--- src/rtl/register_file.sv ---
// RV32I integer register file: two combinational read ports, one synchronous write port.
// Register x0 always reads as zero and is never written with non-zero data.
module register_file #(
    parameter int unsigned DATA_WIDTH = 32,
    parameter int unsigned ADDR_WIDTH = 5
) (
    input  logic                  clk,
    input  logic                  rst,
    input  logic [ADDR_WIDTH-1:0] A1,
    input  logic [ADDR_WIDTH-1:0] A2,
    input  logic [ADDR_WIDTH-1:0] A3,
    input  logic                  WE3,
    input  logic [DATA_WIDTH-1:0] WD3,
    output logic [DATA_WIDTH-1:0] RD1,
    output logic [DATA_WIDTH-1:0] RD2
);

    localparam int unsigned NUM_REGS = 2 ** ADDR_WIDTH;

    logic [DATA_WIDTH-1:0] regs_q [NUM_REGS];
    logic                  wr_en_c;

    // Writes to x0 are dropped so its storage only ever holds the reset value.
    assign wr_en_c = WE3 && (A3 != ADDR_WIDTH'(0));

    // Reset wins over a coincident write.
    always_ff @(posedge clk) begin
        if (rst) begin
            for (int unsigned i = 0; i < NUM_REGS; i++) begin
                regs_q[i] <= '0;
            end
        end else if (wr_en_c) begin
            regs_q[A3] <= WD3;
        end
    end

    // No write-to-read forwarding; the hazard unit provides bypass.
    always_comb begin
        RD1 = '0;
        RD2 = '0;
        if (A1 != ADDR_WIDTH'(0)) RD1 = regs_q[A1];
        if (A2 != ADDR_WIDTH'(0)) RD2 = regs_q[A2];
    end

endmodule

--- config.mk ---
export PLATFORM = sky130hd
export DESIGN_NAME = register_file
export DESIGN_NICKNAME = d
export VERILOG_FILES = /design/src/rtl/register_file.sv
export SDC_FILE = /design/constraint.sdc
export NUM_CORES = 2
export LEC_CHECK = 0
export ABC_AREA = 1
export CAP_MARGIN = 10
export CORE_UTILIZATION = 40
export DETAILED_ROUTE_END_ITERATION = 10
export GPL_ROUTABILITY_DRIVEN = 1
export HOLD_SLACK_MARGIN = 0.15
export PLACE_DENSITY = 0.55
export SETUP_SLACK_MARGIN = 0.4
export SLEW_MARGIN = 20
export SYNTH_ARGS = -nofsm -noshare
export SYNTH_HDL_FRONTEND = slang
export SYNTH_SLANG_ARGS = --single-unit
--- constraint.sdc ---
create_clock -name clk -period 4 [get_ports clk]
set_input_delay 0.8 -clock clk [delete_from_list [all_inputs] [get_ports clk]]
set_output_delay 0.8 -clock clk [all_outputs]
set_load 0.03 [all_outputs]
# After elaboration in Yosys (flattened, before gate mapping)
# Memories as Yosys holds them, arrays and structs flattened.
# Cells that the tools add are included.
[word_totals]
wordCells = 16
memories = 1
out_inout_bits = 64
regBits = 0
inputBits = 50
ram_bits = 1024
[classes]
n_reduce_logical = 5
mux = 10
[memory_table]
columns = ["name", "words", "word_bits", "rd", "rd_ports_with_merged_regs", "write_ports", "line", "source"]
rows = [
  ["regs_q", 32, 32, 2, 0, 32, "20", "logic [DATA_WIDTH-1:0] regs_q [NUM_REGS];"],
]
[op_table]
columns = ["op", "n"]
rows = [
  ["$mux 32", 3],
  ["$reduce_or 32->1", 1],
  ["$reduce_bool 5->1", 3],
  ["$mux 1", 6],
  ["$mux 5", 1],
  ["$logic_and 1x1->1", 1],
]

# Depth between registers and ports, before layout
[depth]
depth_word = 7
depth_mapped = 13
ltp_nobuf = 10

# Worst setup path after synthesis
# OpenSTA, ideal clock, no wires.
[synth_timing]
path_type = "input-to-output"
startpoint = "input port A1[0]"
endpoint = "output port RD1[2]"
slack_ps = 904
arrival_time_ps = 2296
n_path_buf = 4
cell_stages = 11
path_cell_list = "buf_2 buf_4 buf_4 buf_2 o21ai_0 nand2_1 a21oi_1 nor2_1 nand2_1 nand2_1 nor2_1"
[synth_via]
elab_chain_len = 2
elab_cells_between_ends = 3
classes_between = "mux: 1; reduce/logical: 1; memory: 1"
[synth_rtl]
columns = ["item", "line", "source"]
rows = [
  ["start: declaration", "9", "input logic [ADDR_WIDTH-1:0] A1,"],
  ["$mem_v2 32x32 or $reduce_bool 5->1 (tied branches)", "n/a", ""],
  ["$mux 32 *", "41", "if (A1 != ADDR_WIDTH'(0)) RD1 = regs_q[A1];"],
  ["end: declaration", "14", "output logic [DATA_WIDTH-1:0] RD1,"],
]
# Mark *: on every way between the ends. The rest lies on a longest branch, timed or not.

# Worst setup path after layout
[layout_timing]
startpoint = "input port A1[1]"
endpoint = "output port RD1[18]"
# The elaborated chain is that of the path after synthesis.

==> qor.yml <==
hpwlAfterDp_um: 135700
drc_errors: 0
avgViaCountPerCell: 5.772
via_count: 52930
crit_arrival_ns: 2.82
synth_ff_type: "edfxtp_1"
synth.top_cell.area_share_pct: 54.35
die_area_um2: 143000
syn_area_per_cell_um2: 7.799
timing.fmax_mhz: 276.1
worstHoldStart: "rst"
dpl_cell_area_um2: 61440
ys_seq_elements: 1024
die_x_um: 378.1
synth.distinct_cells: 19
synth_most_common_cell: "nand2_1"
fillers: 13530
cts_buffer_depth: 3
final_area_um2: 65330
netlist_top_cells_area: "edfxtp_1 (54%), nand2_1 (14%), nor2_1 (12%)"
row_count: 137
diodes: 0
wl_um: 228300
htree_levels: 3
relSlewSlack_pct: 22.79
yosysWarnings: 0
track_usage_pct: 31.20
criticalPathCategory: "in2out"
drt_iter0_drc: 6779
grt_overflow_total: 0
final_core_util_pct: 46.71
fp.coreArea_um2: 139900
setup.worst_path.start: "A1[1]"
ys_seq_area_share_pct: 54.35
reg_top3: "regs_q x1024"
powerDensity_nw_per_um2: 417.6
status: "completed"
first_global_vias: 50170
cts_tree: "done"
min_path_type: "in2reg"
wl_per_cell_um: 24.89
final_nets: 7255
yosysTopAreaCell: "edfxtp_1"
p_leak_nw: 26.90
worstMarginPinSlew_ns: 1.151
die_y_um: 378.1
cts_made_buffers: 115
period_needed_ns: 3.622
portBuffers: 113
cap_violations: 0
synth-async-reset-ratio_pct: 0
start_kind: "input pin"
finalSetupViolations: 0
netlist_instances: 7255
root_buffer: "clkbuf_16"
largest_reg_flops: 1024
vdd_ir_drop_max_v: 0.0003589
area_growth_pct: 15.47
regMostFlops: "regs_q"
grt_pass1_wl_um: 328700
grt_max_degree: 96
cts_setup_buffers: 0
required_ns: 3.20
synth_edf_count: 1024
gp_congestion: 0.9111
syn-cell-area_um2: 56580
clock-sinks: 1024
antenna_found_initial: 2
path_max_fanout: 33
hold_violations: 0
endpoint_kind: "output port"
drive_gt1_share_pct: 8.636
setup_tns_ns: 0
clk_pin_slew_worst_paths_ns: 0.06
rsz0062_at_grt: "yes"
fin_crit_sh_pct: 90.55
antenna_left: 0
start_util_pct: 40.45
synthTopCellsByCount: "nand2_1 (2084), nor2_1 (1790), edfxtp_1 (1024)"
dr.pass1.iters: 7
io_pins: 114
slew_violations: 0
==> final cells by class <==
cell class	instances	area, um^2	share of cell area (%)
clock buffers	137	2960	4.531
clock inverters	70	568.0	0.8695
inverters	156	641.9	0.9825
multi-input cells	5478	22820	34.92
flip-flops and latches	1024	30750	47.07
well taps	1876	2347	3.593
repair buffers	430	5248	8.032
==> cells by family after synthesis <==
kind of cell           count (synthesis)  share of synthesized area (%)
AO/OA/AOI/OAI                        579                          5.223
buffers and inverters                784                          5.935
flip-flops                          1024                          54.35
other                                  1                       0.006628
AND/OR/NAND/NOR                     4867                          34.49
==> report_power, final <==
part | switching, W | total, W | internal (W) | leakage [nW]
combinational | 0.00297 | 0.00431 | 0.00134 | 15.4
clock | 0.00457 | 0.0103 | 0.00570 | 1.73
sequential | 0.000311 | 0.0127 | 0.0124 | 9.75
==> critical path, cell delays in order <==
cell	delay [ns]
buf_8	0.16
inv_8	0.21
buf_12	0.28
buf_4	0.20
nor2_1	0.05
o21ai_0	0.06
nand2_1	0.07
nand2_1	0.11
nand3_1	0.14
nor2_1	0.37
nor2_1	0.15
buf_12	0.16
==> per-layer routing <==
metal / global-route usage (%) / wire [um]
met1: 42.00 / 91090
met2: 48.11 / 100800
met3: 5.682 / 24450
met4: 15.75 / 11880
met5: 0 / 23
==> through the flow <==
step | instances | total power, W | setup slack, ns | hold slack [ns]
after floorplan | 7286 | 0.01513 | 0.9036 | 1.039
after global placement | 8959 | 0.01703 | 0.3329 | 1.523
after detailed placement | 8959 | 0.01707 | 0.3258 | 1.521
after CTS | 9167 | 0.02723 | 0.3564 | 0.7224
after global routing | 9171 | 0.02806 | 0.3658 | 0.7595
final | 9171 | 0.02728 | 0.3781 | 0.7630
==> path summary, 6_finish.rpt <==
path	endpoint	slack, ns	cells past startpoint
max	RD1[18]	0.38	12
min	regs_q[0][1]$_SDFFCE_PN0P_	0.76	2
==> cells in the final DEF (no fill, tap or decap), types with 4 or more instances in the layout <==
| cell | count |
|---|---|
| clkbuf_16 | 119 |
| nor2_4 | 4 |
| buf_4 | 235 |
| nand2_2 | 46 |
| o21ai_0 | 407 |
| bufinv_16 | 7 |
| buf_6 | 8 |
| clkinv_1 | 37 |
| buf_12 | 127 |
| nor3_1 | 8 |
| nand2_1 | 2038 |
| nor2_1 | 1758 |
| conb_1 | 32 |
| clkinv_2 | 23 |
| buf_16 | 9 |
| o21ai_1 | 28 |
| inv_1 | 145 |
| clkdlybuf4s50_1 | 38 |
| a21oi_1 | 121 |
| edfxtp_1 | 1024 |
| clkinv_8 | 5 |
| nor2_2 | 28 |
| nand3_1 | 983 |
| o211ai_1 | 23 |
| clkbuf_1 | 22 |
| buf_8 | 5 |
==> repair_timing <==
action | 4_1_cts | 5_1_grt
gates cloned | 1 | 4
endpoints found under the setup margin | 11 | 45
resized for setup | 9 | 51
hold buffers | 0 | 0
(Power assumes the default switching activity.)
